### src/rtl/link_session.sv
// -----------------------------------------------------------------------------
// link_session
//
// Session controller for the two-player Snake byte link. It turns a local
// start request into a START/ACK exchange, answers a peer START with a
// start_game pulse, sends heartbeats while the game runs, and raises con_error
// when the peer stays silent for too long (ACK or heartbeat timeout).
//
// Link codes: START = 8'hA5, ACK = 8'h5A, HEARTBEAT = 8'h3C. Any other rx byte
// is not decoded but still counts as proof of life while running.
//
// game_mode encoding on 'mode' (3 bits):
//   0 MENU, 1 PLAY, 2 WIN, 3 LOSE, 4 DRAW, 5 ERROR
//
// Ports:
//   clk_75      in   system clock (75 MHz)
//   rst         in   synchronous active-high reset
//   local_start in   one-cycle pulse, local player started the game
//   mode        in   current game mode (encoding above)
//   rx_data     in   received byte
//   rx_valid    in   one-cycle pulse, rx_data valid
//   tx_ready    in   UART TX accepts a byte
//   tx_data     out  byte to send (registered)
//   tx_valid    out  tx_data valid, held until accepted (registered)
//   start_game  out  one-cycle pulse, peer started the game (registered)
//   con_error   out  link failure level (registered)
// -----------------------------------------------------------------------------
module link_session #(
    parameter int HB_PERIOD = 750000,
    parameter int TIMEOUT   = 7500000,
    parameter int CNT_W     = $clog2(TIMEOUT + 1)
) (
    input  logic       clk_75,
    input  logic       rst,
    input  logic       local_start,
    input  logic [2:0] mode,
    input  logic [7:0] rx_data,
    input  logic       rx_valid,
    input  logic       tx_ready,
    output logic [7:0] tx_data,
    output logic       tx_valid,
    output logic       start_game,
    output logic       con_error
);

    localparam logic [2:0] ST_IDLE       = 3'd0;
    localparam logic [2:0] ST_SEND_START = 3'd1;
    localparam logic [2:0] ST_WAIT_ACK   = 3'd2;
    localparam logic [2:0] ST_SEND_ACK   = 3'd3;
    localparam logic [2:0] ST_RUN        = 3'd4;
    localparam logic [2:0] ST_ERROR      = 3'd5;

    localparam logic [2:0] MODE_MENU = 3'd0;
    localparam logic [2:0] MODE_WIN  = 3'd2;
    localparam logic [2:0] MODE_LOSE = 3'd3;
    localparam logic [2:0] MODE_DRAW = 3'd4;

    localparam logic [7:0] CODE_START = 8'hA5;
    localparam logic [7:0] CODE_ACK   = 8'h5A;
    localparam logic [7:0] CODE_HB    = 8'h3C;

    // Deferred RUN exit: where to go once a pending heartbeat has transferred.
    localparam logic [1:0] EXIT_NONE = 2'd0;
    localparam logic [1:0] EXIT_IDLE = 2'd1;
    localparam logic [1:0] EXIT_ERR  = 2'd2;

    localparam logic [CNT_W-1:0] HB_LAST = CNT_W'(HB_PERIOD - 1);
    localparam logic [CNT_W-1:0] TO_LAST = CNT_W'(TIMEOUT - 1);
    localparam logic [CNT_W-1:0] CNT_MAX = {CNT_W{1'b1}};
    localparam logic [CNT_W-1:0] CNT_ONE = CNT_W'(1);
    localparam logic [CNT_W-1:0] CNT_ZERO = CNT_W'(0);

    // Saturating increment shared by both counters.
    function automatic logic [CNT_W-1:0] sat_inc(input logic [CNT_W-1:0] v);
        if (v == CNT_MAX) begin
            sat_inc = v;
        end else begin
            sat_inc = v + CNT_ONE;
        end
    endfunction

    logic [2:0]       state_q, state_d;
    logic [CNT_W-1:0] hb_cnt_q, hb_cnt_d;
    logic [CNT_W-1:0] rx_tmr_q, rx_tmr_d;
    logic             tx_valid_q, tx_valid_d;
    logic [7:0]       tx_data_q, tx_data_d;
    logic             start_game_q, start_game_d;
    logic             con_error_q, con_error_d;
    logic [1:0]       exit_q, exit_d;

    logic rx_start_s;
    logic rx_ack_s;
    logic tx_fire_s;
    logic run_to_s;
    logic mode_end_s;
    logic [1:0] exit_sel_s;

    assign rx_start_s = rx_valid && (rx_data == CODE_START);
    assign rx_ack_s   = rx_valid && (rx_data == CODE_ACK);
    assign tx_fire_s  = tx_valid_q && tx_ready;
    assign mode_end_s = (mode == MODE_WIN) || (mode == MODE_LOSE) || (mode == MODE_DRAW);

    // RUN exit request: a fresh timeout beats mode-end, and an already latched
    // error is never downgraded to a plain return to IDLE.
    always_comb begin
        run_to_s   = 1'b0;
        exit_sel_s = exit_q;
        if (!rx_valid && (rx_tmr_q == TO_LAST)) begin
            run_to_s = 1'b1;
        end else begin
            run_to_s = 1'b0;
        end
        if (run_to_s || (exit_q == EXIT_ERR)) begin
            exit_sel_s = EXIT_ERR;
        end else if (mode_end_s || (exit_q == EXIT_IDLE)) begin
            exit_sel_s = EXIT_IDLE;
        end else begin
            exit_sel_s = EXIT_NONE;
        end
    end

    // Next-state logic for the session FSM, counters and output registers.
    always_comb begin
        state_d      = state_q;
        hb_cnt_d     = hb_cnt_q;
        rx_tmr_d     = rx_tmr_q;
        tx_valid_d   = tx_valid_q;
        tx_data_d    = tx_data_q;
        start_game_d = 1'b0;
        con_error_d  = con_error_q;
        exit_d       = exit_q;

        case (state_q)
            ST_IDLE: begin
                con_error_d = 1'b0;
                exit_d      = EXIT_NONE;
                // A peer START wins over a simultaneous local start.
                if (rx_start_s) begin
                    state_d      = ST_SEND_ACK;
                    tx_valid_d   = 1'b1;
                    tx_data_d    = CODE_ACK;
                    start_game_d = 1'b1;
                end else if (local_start) begin
                    state_d    = ST_SEND_START;
                    tx_valid_d = 1'b1;
                    tx_data_d  = CODE_START;
                end else begin
                    state_d = ST_IDLE;
                end
            end

            ST_SEND_START: begin
                if (tx_fire_s) begin
                    tx_valid_d = 1'b0;
                    state_d    = ST_WAIT_ACK;
                    rx_tmr_d   = CNT_ZERO;
                end else begin
                    state_d = ST_SEND_START;
                end
            end

            ST_WAIT_ACK: begin
                if (rx_ack_s) begin
                    state_d  = ST_RUN;
                    hb_cnt_d = CNT_ZERO;
                    rx_tmr_d = CNT_ZERO;
                end else if (rx_start_s) begin
                    // Crossed starts: the peer already started, just acknowledge.
                    state_d    = ST_SEND_ACK;
                    tx_valid_d = 1'b1;
                    tx_data_d  = CODE_ACK;
                end else if (rx_tmr_q == TO_LAST) begin
                    state_d = ST_ERROR;
                end else begin
                    rx_tmr_d = sat_inc(rx_tmr_q);
                end
            end

            ST_SEND_ACK: begin
                if (tx_fire_s) begin
                    tx_valid_d = 1'b0;
                    state_d    = ST_RUN;
                    hb_cnt_d   = CNT_ZERO;
                    rx_tmr_d   = CNT_ZERO;
                end else begin
                    state_d = ST_SEND_ACK;
                end
            end

            ST_RUN: begin
                if (rx_valid) begin
                    rx_tmr_d = CNT_ZERO;
                end else if (run_to_s) begin
                    rx_tmr_d = rx_tmr_q;
                end else begin
                    rx_tmr_d = sat_inc(rx_tmr_q);
                end

                if (tx_valid_q) begin
                    // A heartbeat in flight must finish before any exit.
                    if (tx_ready) begin
                        tx_valid_d = 1'b0;
                        hb_cnt_d   = CNT_ZERO;
                        exit_d     = EXIT_NONE;
                        if (exit_sel_s == EXIT_ERR) begin
                            state_d = ST_ERROR;
                        end else if (exit_sel_s == EXIT_IDLE) begin
                            state_d = ST_IDLE;
                        end else begin
                            state_d = ST_RUN;
                        end
                    end else begin
                        exit_d = exit_sel_s;
                    end
                end else if (exit_sel_s == EXIT_ERR) begin
                    state_d = ST_ERROR;
                    exit_d  = EXIT_NONE;
                end else if (exit_sel_s == EXIT_IDLE) begin
                    state_d = ST_IDLE;
                    exit_d  = EXIT_NONE;
                end else if (hb_cnt_q == HB_LAST) begin
                    // Counter holds at the last value until the byte transfers.
                    tx_valid_d = 1'b1;
                    tx_data_d  = CODE_HB;
                end else begin
                    hb_cnt_d = sat_inc(hb_cnt_q);
                end
            end

            ST_ERROR: begin
                // Leave only after con_error has been visible for a cycle.
                if (con_error_q && (mode == MODE_MENU)) begin
                    state_d     = ST_IDLE;
                    con_error_d = 1'b0;
                    hb_cnt_d    = CNT_ZERO;
                    rx_tmr_d    = CNT_ZERO;
                end else begin
                    con_error_d = 1'b1;
                end
            end

            default: begin
                state_d     = ST_IDLE;
                tx_valid_d  = 1'b0;
                con_error_d = 1'b0;
                exit_d      = EXIT_NONE;
            end
        endcase
    end

    // State and output registers with synchronous reset.
    always_ff @(posedge clk_75) begin
        if (rst) begin
            state_q      <= ST_IDLE;
            hb_cnt_q     <= CNT_ZERO;
            rx_tmr_q     <= CNT_ZERO;
            tx_valid_q   <= 1'b0;
            tx_data_q    <= 8'h00;
            start_game_q <= 1'b0;
            con_error_q  <= 1'b0;
            exit_q       <= EXIT_NONE;
        end else begin
            state_q      <= state_d;
            hb_cnt_q     <= hb_cnt_d;
            rx_tmr_q     <= rx_tmr_d;
            tx_valid_q   <= tx_valid_d;
            tx_data_q    <= tx_data_d;
            start_game_q <= start_game_d;
            con_error_q  <= con_error_d;
            exit_q       <= exit_d;
        end
    end

    assign tx_data    = tx_data_q;
    assign tx_valid   = tx_valid_q;
    assign start_game = start_game_q;
    assign con_error  = con_error_q;

endmodule

### config.mk
export PLATFORM = sky130hd
export DESIGN_NAME = link_session
export DESIGN_NICKNAME = d
export VERILOG_FILES = /design/src/rtl/link_session.sv
export SDC_FILE = /design/constraint.sdc
export NUM_CORES = 1
export LEC_CHECK = 0
export ABC_AREA = 0
export CORE_ASPECT_RATIO = 1.4
export CORE_UTILIZATION = 50
export DETAILED_ROUTE_END_ITERATION = 10
export GPL_TIMING_DRIVEN = 0
export PLACE_DENSITY = 0.67
export SLEW_MARGIN = 20
export SYNTH_ARGS = -nofsm -noshare
export SYNTH_HDL_FRONTEND = slang
export SYNTH_SLANG_ARGS = --single-unit
### constraint.sdc
create_clock -name clk_75 -period 6.7 [get_ports clk_75]
set_input_delay 1.34 -clock clk_75 [delete_from_list [all_inputs] [get_ports clk_75]]
set_output_delay 1.34 -clock clk_75 [all_outputs]
set_load 0.05 [all_outputs]
==> impl_metrics.yaml, run 1 <==
global_route:
  antenna_found_initial: 0
  grt_start_max_net_pins: 11
  overflow: 0
  groute.usage.overall_pct: 27.4
  number_of_global_route_vias_before_repair: 3501
  grt_first_pass_wirelength_um: 16500
die:
  die_area_um2: 7820
  design.core.area_um2: 7070
  floorplan.die.height_um: 104
  floorplan.initialDensity_pct: 52.8
  fp.dieW_um: 75.0
  row_count: 36
  number_of_ports_placed_on_the_die_boundary: 27
cts:
  ctsHtreeMaxLevel: 3
  cts_tree: "yes"
  tritoncts.num_buffers: 9
  cts_buffer_depth: 2
  clkTransAtPathRegs_ns: 0.07
  cts_setup_buffers: 0
  post_cts_resize_count: 0
  clk-insertion-delay-late_ns: 0.34
  hold_buf_cts: 0
  clock-sinks: 58
  clock_tree.root_cell: "clkbuf_8"
routing:
  detailedRoute.firstIterationViolations: 397
  num_vias: 3714
  detail_route.wirelength_um: 10200
  final_antenna_net_count: 0
  post_drt_via_cell_ratio: 6.34
  avgRoutedWirePerCell_um: 17.4
  drc: 0
  detailedRoute.firstPassIterationCount: 5
sta:
  max_slew_margin_pct: 46.7
  period_needed_ns: 3.36
  finalCritPeriodShare_pct: 50.2
  max_slew.worst_pin.slew_ns: 0.794
  grt_setup_unrepaired: "false"
  final_setup_skew_ns: 0.00863
  slew_violations: 0
  worst_slack_ns: 3.34
  fin_setup_tns_ns: 0
  setup_viol: 0
  max_freq_ghz: 0.297
  total_count_of_hold_check_failures_in_the_final_report: 0
final_layout:
  fin_nets: 505
  layout-drive-gt1-share_pct: 13.8
  antenna_cells_inserted: 0
  syn2layout_area_growth_pct: 15.4
synthesis:
  netlist.area_leader.share_pct: 31.1
  synth-warning-count: 0
  seq_area_frac_synth_pct: 31.1
  ys_async_sr_fraction_pct: 0
  synthDistinctLibCells: 89
  synth.most_common_cell: "dfxtp_1"
  synth.net_count: 468
  ys_top_cells_by_area: "dfxtp_1, nand3_1, nand2_1, a21oi_1, nor2_1"
  synthesis.instances: 450
  synth_area_per_cell_um2: 8.29
  ys_dominant_reg_cell: "dfxtp_1"
  synth-edff-count: 0
  ys_ff_latch: 58
  netlist_area_um2: 3730
  synth_largest_area_cell: "dfxtp_1"
  ys_top_cells_by_count: "dfxtp_1, nand2_1, nand3_1"
pwr:
  cellLeakagePower_nw: 1.46
  power.density_cell_area_nw_per_um2: 194
  max-vdd-ir-drop_mv: 0.159
critical_path:
  critical_path_s_top_delay_family: "compound AO/OA/AOI/OAI gates"
  rrSetupSlack_ns: 4.10
  required_ns: 6.98
  worstPathBufferInverterCount: 2
  timing_worst_setup_path_type: "in -> reg"
  worst_ep_arrival_time_ns: 3.64
  critPathCaptureType: "flop"
  cp_slowest_stage_delay_ns: 0.56
  crit_chain: "clkdlybuf4s50_1, nor4bb_1, nand4b_1, a221oi_2, nor2_1, a21o_1, buf_2, a21oi_1"
  critical_path_peak_fanout: 10
  worstSetupStartpointType: "input pin"
  cp_slowest_cell: "a221oi_2"
worst_hold_path:
  timing.hold.worst.class: "reg -> reg"
place:
  gp_congestion: 0.924
  port-buffer-count: 26
  place_ws_ns: 2.99
  detailedPlacementHpwl_um: 7510
flow_run:
  drv.max_cap_violation_count: 0
outcome:
  status: "complete, no violations"
[report_power, final]
| part | switching [mW] | total, mW | internal, mW |
|---|---|---|---|
| sequential | 0.0107 | 0.365 | 0.354 |
| clock | 0.146 | 0.326 | 0.180 |
| combinational | 0.0872 | 0.144 | 0.0568 |
[registers in the layout (all words and copies together) (netlist names)]
name	cells
state_q	3
tx_data	4
rx_tmr_q	23
hb_cnt_q	23
tx_valid	1
exit_q	2
con_error	1
start_game	1
[worst reg2reg max path: cells and delay by family (launching register included)]
family | cells | cell delay [ns]
buffers and inverters | 2 | 0.27
adders and majority gates | 1 | 0.31
DFF | 1 | 0.40
AOI/OAI and AO/OA | 2 | 0.48
and+or+nand+nor | 4 | 1.01
[logic make-up after synthesis]
kind of cell | Yosys count | share of synthesized area (%)
and+or+nand+nor | 232 | 38.2
AOI/OAI and AO/OA | 114 | 21.4
DFF | 58 | 31.1
buffers and inverters | 31 | 5.43
xor gates and xnor gates | 9 | 2.11
muxes | 4 | 1.11
adders and majority gates | 2 | 0.670
[placed cells by master, fill, tap and decap left out, types with 10 or more instances in the layout]
master,synthesis,routed
nand3_1,32,32
o21ai_0,15,15
nand2b_1,12,12
a21oi_1,29,29
nor3_1,11,11
or4_1,13,13
a31oi_1,14,14
nor4_1,10,10
clkbuf_8,1,11
dfxtp_1,58,58
nand2_1,41,41
nand4_1,14,14
nor2_1,29,29
clkdlybuf4s50_1,0,26
[layout make-up]
type | instances | area (um2)
inverter | 8 | 30.0
buffer | 23 | 173
tap | 95 | 119
sequential | 58 | 1160
timing repair buffer | 26 | 260
clock inverter | 4 | 52.6
clock buffer | 11 | 141
multi-input combinational | 361 | 2370
fill | 669 | 2770
[worst paths after layout]
check / to / from / cells after the start
max reg2reg: hb_cnt_q[10]$_SDFFE_PP0P_ / hb_cnt_q[0]$_SDFFE_PP0P_ / 9
min reg2reg: tx_data[0]$_SDFFE_PP0P_ / tx_data[0]$_SDFFE_PP0P_ / 2
min: tx_data[0]$_SDFFE_PP0P_ / tx_data[0]$_SDFFE_PP0P_ / 2
max: rx_tmr_q[19]$_SDFFE_PP0P_ / rx_data[2] / 8
[metal layers]
| layer | routed length [um] | part of all wire [%] | vias to the layer above | track usage (%) |
|---|---|---|---|---|
| li1 | - | - | 1815 | - |
| met1 | 4230 | 41 | 1755 | 31.4 |
| met2 | 5290 | 52 | 120 | 47.6 |
| met3 | 399 | 3.9 | 24 | 4.07 |
| met4 | 293 | 2.9 | 0 | 13.9 |
| met5 | 0 | 0 | - | 0 |
[metrics by stage]
stage	util [%]	power, mW	cells	hold WS (ns)	area, um2
after global placement	58.1	0.514	571	0.461	4110
after global routing	60.9	0.866	586	0.513	4310
after CTS	60.9	0.841	586	0.483	4310
after floorplan	-	0.471	450	0.448	3730
final	60.9	0.835	586	0.481	4310
after detailed placement	58.1	0.515	571	0.473	4110
Power figures use the tool's default switching activity.
==> run 2: changes to the inputs <==
--- a/config.mk
+++ b/config.mk
@@ -10,7 +10,7 @@
 export CORE_UTILIZATION = 50
 export DETAILED_ROUTE_END_ITERATION = 10
 export GPL_TIMING_DRIVEN = 0
-export PLACE_DENSITY = 0.67
+export PLACE_DENSITY = 0.69
 export SLEW_MARGIN = 20
 export SYNTH_ARGS = -nofsm -noshare
 export SYNTH_HDL_FRONTEND = slang
==> constraint.sdc (replaced) <==
create_clock -name clk_75 -period 2.7 [get_ports clk_75]
set_input_delay 0.54 -clock clk_75 [delete_from_list [all_inputs] [get_ports clk_75]]
set_output_delay 0.54 -clock clk_75 [all_outputs]
set_load 0.05 [all_outputs]
==> impl_metrics.yaml, run 2 (synthesized netlist as in run 1, its figures left out) <==
flow_run:
  drv.max_cap_violation_count: 0
routing:
  avgRoutedWirePerCell_um: 17.7
  detailedRoute.firstPassIterationCount: 5
  post_drt_via_cell_ratio: 6.42
  detail_route.wirelength_um: 10400
  num_vias: 3764
  final_antenna_net_count: 0
  drc: 0
  detailedRoute.firstIterationViolations: 352
worst_hold_path:
  timing.hold.worst.class: "reg -> reg"
  worstHoldStart: "tx_data[0]$_SDFFE_PP0P_"
critical_path:
  rrSetupSlack_ns: 0.20
  rr_startpoint: "hb_cnt_q[0]$_SDFFE_PP0P_"
  cp_slowest_stage_delay_ns: 0.53
  worstSetupStartpointType: "input pin"
  crit_path_start: "rx_valid"
  worstPathBufferInverterCount: 2
  critical_path_s_top_delay_family: "simple AND/OR/NAND/NOR gates"
  crit_chain: "clkdlybuf4s50_1, and3b_1, nand4b_1, buf_2, a221o_2, nand3_2, or4_1, a21oi_1"
  timing_worst_setup_path_type: "in -> reg"
  critPathCaptureType: "flop"
  critical_path_peak_fanout: 10
  worst_ep_arrival_time_ns: 2.85
  cp_slowest_cell: "or4_1"
  required_ns: 2.99
pwr:
  seq_power_share_pct: 41.4
  pwr-share-comb_pct: 16.8
  fraction_of_power_consumed_by_the_clock_network_pct: 41.7
  max-vdd-ir-drop_mv: 0.363
  cellLeakagePower_nw: 1.49
  power.density_cell_area_nw_per_um2: 501
  switching_power_uw: 594
  internal-power_mw: 1.59
  netSwitchingFraction_pct: 27.2
cts:
  ctsHtreeMaxLevel: 3
  clock-sinks: 58
  cts_setup_buffers: 0
  clkTransAtPathRegs_ns: 0.07
  clk-insertion-delay-late_ns: 0.36
  cts_tree: "yes"
  hold_buf_cts: 0
  clock_tree.root_cell: "clkbuf_8"
  tritoncts.num_buffers: 9
  cts_buffer_depth: 2
die:
  row_count: 36
  fp.dieW_um: 75.0
  floorplan.die.height_um: 104
  floorplan.initialDensity_pct: 52.8
  number_of_ports_placed_on_the_die_boundary: 27
  die_area_um2: 7820
  design.core.area_um2: 7070
final_layout:
  postLayoutCellArea_um2: 4350
  layout-drive-gt1-share_pct: 13.6
  most-common-layout-cells: "dfxtp_1, nand2_1, nand3_1, nor2_1, a21oi_1"
  fill_cells: 632
  mostFrequentLayoutCell: "dfxtp_1"
  fin_nets: 505
  antenna_cells_inserted: 0
  register_area_um2: 1160
  syn2layout_area_growth_pct: 16.6
  multi_input_comb_area_um2: 2390
sta:
  final_setup_skew_ns: 0.0147
  max_freq_ghz: 0.391
  fin_setup_tns_ns: 0
  period_needed_ns: 2.56
  total_count_of_hold_check_failures_in_the_final_report: 0
  slew_violations: 0
  max_slew.worst_pin.slew_ns: 0.811
  finalCritPeriodShare_pct: 94.8
  grt_setup_unrepaired: "false"
  setup_viol: 0
  max_slew_margin_pct: 45.5
  worst_slack_ns: 0.142
global_route:
  overflow: 0
  grt_start_max_net_pins: 11
  grt_first_pass_wirelength_um: 16900
  groute.usage.overall_pct: 28.2
  number_of_global_route_vias_before_repair: 3637
  antenna_found_initial: 0
place:
  gp_congestion: 0.906
  port-buffer-count: 26
  post_dp_cell_area_um2: 4110
  detailedPlacementHpwl_um: 7530
  place_ws_ns: -0.262
outcome:
  status: "complete, no violations"
==> run 2: path summary, 6_finish.rpt <==
path | endpoint | cells after the start
worst max register to register | hb_cnt_q[9]$_SDFFE_PP0P_ | 9
worst min-delay path | tx_data[0]$_SDFFE_PP0P_ | 2
worst max-delay path | rx_tmr_q[10]$_SDFFE_PP0P_ | 8
worst min register to register | tx_data[0]$_SDFFE_PP0P_ | 2
==> run 2: worst register-to-register path, delay by kind of cell (launching register included) <==
family	cells	cell delay [ns]
flops	1	0.39
buf+inv	2	0.27
compound gates	2	0.48
fa+ha+maj	1	0.30
simple gates	4	0.94
==> run 2: power by group through the flow <==
stage          Combinational [mW]  Sequential, mW  Clock, mW
5_1_grt                     0.393           0.908      0.972
3_5_place_dp                0.358           0.923          0
6_report                    0.367           0.904      0.911
3_3_place_gp                0.352           0.923          0
2_1_floorplan               0.225           0.943          0
4_1_cts                     0.358           0.904      0.926
==> run 2: repair_timing <==
item                                   in CTS  in global routing
endpoints found under the hold margin       0                  0
setup endpoints to repair                   0                 24
resized for setup                           0                  2
==> run 2: routing by layer <==
layer | GRT usage, % | part of all wire, %
met1 | 31.8 | 41
met2 | 47.5 | 51
met3 | 6.40 | 4.2
met4 | 15.0 | 3.7
met5 | 0 | 0
==> run 2: final cells by class <==
type,count,share of cell area (%)
clock inverter,2,1.38
clock buffer,13,3.65
sequential,58,26.7
inverter,8,0.690
multi-input combinational,361,54.9
timing repair buffer,26,5.98
buffer,23,3.97
tap,95,2.73
==> run 2: through the flow <==
stage	power, mW	hold slack (ns)	std cells	utilization (%)
2_1_floorplan	1.17	0.448	450	-
3_3_place_gp	1.27	0.465	571	58.1
6_report	2.18	0.477	586	61.5
3_5_place_dp	1.28	0.470	571	58.1
5_1_grt	2.27	0.497	586	61.5
4_1_cts	2.19	0.479	586	61.2
==> run 3: changes to the inputs <==
--- a/config.mk
+++ b/config.mk
@@ -6,11 +6,13 @@
 export NUM_CORES = 1
 export LEC_CHECK = 0
 export ABC_AREA = 0
+export CAP_MARGIN = 20
 export CORE_ASPECT_RATIO = 1.4
 export CORE_UTILIZATION = 50
 export DETAILED_ROUTE_END_ITERATION = 10
 export GPL_TIMING_DRIVEN = 0
 export PLACE_DENSITY = 0.69
+export SETUP_SLACK_MARGIN = 0.2
 export SLEW_MARGIN = 20
 export SYNTH_ARGS = -nofsm -noshare
 export SYNTH_HDL_FRONTEND = slang
==> constraint.sdc (replaced) <==
create_clock -name clk_75 -period 2.7 [get_ports clk_75]
set_input_delay 0.54 -clock clk_75 [delete_from_list [all_inputs] [get_ports clk_75]]
set_output_delay 0.54 -clock clk_75 [all_outputs]
set_load 0.02 [all_outputs]
==> impl_metrics.yaml, run 3 (synthesized netlist as in run 1, its figures left out) <==
sta:
  max_slew_margin_pct: 43.3
  finalCritPeriodShare_pct: 92.4
  fin_setup_tns_ns: 0
  final_setup_skew_ns: 0.0200
  period_needed_ns: 2.49
  setup_viol: 0
  total_count_of_hold_check_failures_in_the_final_report: 0
  grt_setup_unrepaired: "true"
  slew_violations: 0
  max_freq_ghz: 0.401
  max_slew.worst_pin.slew_ns: 0.844
pwr:
  power.density_cell_area_nw_per_um2: 484
  switching_power_uw: 581
  fraction_of_power_consumed_by_the_clock_network_pct: 42.2
  pwr-share-comb_pct: 16.3
  netSwitchingFraction_pct: 26.7
  internal-power_mw: 1.60
  max-vdd-ir-drop_mv: 0.360
  cellLeakagePower_nw: 1.54
  seq_power_share_pct: 41.5
final_layout:
  layout-drive-gt1-share_pct: 15.5
  mostFrequentLayoutCell: "dfxtp_1"
  most-common-layout-cells: "dfxtp_1, nand2_1, nand3_1, a21oi_1, nor2_1"
  fin_util_pct: 63.6
  fill_cells: 603
  syn2layout_area_growth_pct: 20.4
  antenna_cells_inserted: 0
  fin_nets: 510
critical_path:
  worst_ep_arrival_time_ns: 2.77
  rrSetupSlack_ns: 0.31
  rr_startpoint: "hb_cnt_q[0]$_SDFFE_PP0P_"
  required_ns: 2.98
  timing_worst_setup_path_type: "in -> reg"
  critical_path_peak_fanout: 10
  worstSetupStartpointType: "input pin"
  critPathCaptureType: "flop"
  regToRegEndpoint: "hb_cnt_q[1]$_SDFFE_PP0P_"
  reg2reg_depth: 9
place:
  port-buffer-count: 26
  gp_congestion: 0.906
  detailedPlacementHpwl_um: 7530
global_route:
  antenna_found_initial: 0
  number_of_global_route_vias_before_repair: 3654
  overflow: 0
  grt_first_pass_wirelength_um: 16900
  grt_start_max_net_pins: 11
  groute.usage.overall_pct: 28.2
flow_run:
  drv.max_cap_violation_count: 0
cts:
  clock-sinks: 58
  hold_buf_cts: 0
  tritoncts.num_buffers: 9
  clk-insertion-delay-late_ns: 0.36
  clkTransAtPathRegs_ns: 0.08
  ctsHtreeMaxLevel: 3
  cts_buffer_depth: 2
  cts_tree: "yes"
  clock_tree.root_cell: "clkbuf_8"
routing:
  avgRoutedWirePerCell_um: 18.0
  wl_met1_um: 4240
  routed-wl-met2_um: 5430
  post_drt_via_cell_ratio: 6.50
  detail_route.wirelength_um: 10600
  final_antenna_net_count: 0
  drc: 0
  detailedRoute.firstPassIterationCount: 5
  wl_met3_um: 544
  route.top_layer_used: "met4"
  detailedRoute.firstIterationViolations: 425
  num_vias: 3842
die:
  row_count: 36
  floorplan.initialDensity_pct: 52.8
  floorplan.die.height_um: 104
  die_area_um2: 7820
  number_of_ports_placed_on_the_die_boundary: 27
  fp.dieW_um: 75.0
  design.core.area_um2: 7070
worst_hold_path:
  hold-path-cell-count: 2
  timing.hold.worst.class: "reg -> reg"
  worstHoldStart: "tx_data[0]$_SDFFE_PP0P_"
  hold_path_end: "tx_data[0]$_SDFFE_PP0P_"
outcome:
  status: "complete, no violations"
==> run 3: cell types whose count changed in the layout (fill, tap and decap cells not counted), sizes merged <==
| cell | delta |
|---|---|
| buf | +5 |
| clkdlybuf4s50 | -2 |
| dlymetal6s2s | +2 |
==> run 3: through the flow <==
stage	std cells	instance area (um2)	hold slack, ns	power [mW]	setup WS, ns
6_report	591	4500	0.477	2.18	0.205
3_3_place_gp	571	4110	0.465	1.25	-0.175
5_1_grt	591	4500	0.497	2.26	0.135
2_1_floorplan	450	3730	0.448	1.14	0.529
4_1_cts	586	4360	0.479	2.17	0.209
3_5_place_dp	571	4110	0.470	1.25	-0.262
==> run 3: worst max-delay path by stage <==
stage / to / startpoint / slack [ns] / cells past startpoint
5_1_grt: rx_tmr_q[14]$_SDFFE_PP0P_ / rx_data[2] / 0.13 / 8
3_5_place_dp: rx_tmr_q[6]$_SDFFE_PP0P_ / rx_data[2] / -0.26 / 8
3_3_place_gp: rx_tmr_q[8]$_SDFFE_PP0P_ / rx_data[2] / -0.17 / 8
2_1_floorplan: hb_cnt_q[9]$_SDFFE_PP0P_ / hb_cnt_q[0]$_SDFFE_PP0P_ / 0.53 / 9
4_1_cts: hb_cnt_q[1]$_SDFFE_PP0P_ / hb_cnt_q[0]$_SDFFE_PP0P_ / 0.21 / 9
6_report: rx_tmr_q[18]$_SDFFE_PP0P_ / rx_data[2] / 0.21 / 8
==> run 3: worst max-delay path, cell delays in order <==
cell	delay, ns
clkdlybuf4s50_1	0.47
nor4bb_4	0.26
nand4b_1	0.25
a221oi_4	0.59
nor2_4	0.09
a21o_1	0.25
buf_6	0.17
a21oi_1	0.15
==> run 3: timing repair <==
| action | CTS | global route |
|---|---|---|
| setup buffers | 0 | 5 |
| endpoints found under the setup margin | 25 | 44 |
| gates cloned | 0 | 0 |
| gates resized for setup | 4 | 23 |
| pin swaps | 2 | 9 |
==> run 3: final cells by class <==
| type | count | area, um2 | share of cell area [%] |
|---|---|---|---|
| Buffer | 23 | 191 | 4.26 |
| Timing Repair Buffer | 31 | 303 | 6.74 |
| Sequential cell | 58 | 1160 | 25.8 |
| Tap cell | 95 | 119 | 2.64 |
| Clock inverter | 2 | 60.1 | 1.34 |
| Multi-Input combinational cell | 361 | 2470 | 55.0 |
| Clock buffer | 13 | 159 | 3.53 |
| Inverter | 8 | 30.0 | 0.668 |
==> run 3: routing by layer <==
| metal | up-vias | track usage [%] |
|---|---|---|
| li1 | 1828 | - |
| met1 | 1826 | 31.8 |
| met2 | 152 | 47.7 |
| met3 | 36 | 6.40 |
| met4 | 0 | 15.0 |
| met5 | - | 0 |
==> run 3: power by group through the flow <==
stage          Clock, mW  Combinational [mW]  Sequential (mW)
6_report           0.918               0.355            0.904
5_1_grt            0.975               0.380            0.907
4_1_cts            0.926               0.337            0.904
3_5_place_dp           0               0.330            0.923
3_3_place_gp           0               0.324            0.923
2_1_floorplan          0               0.213            0.927
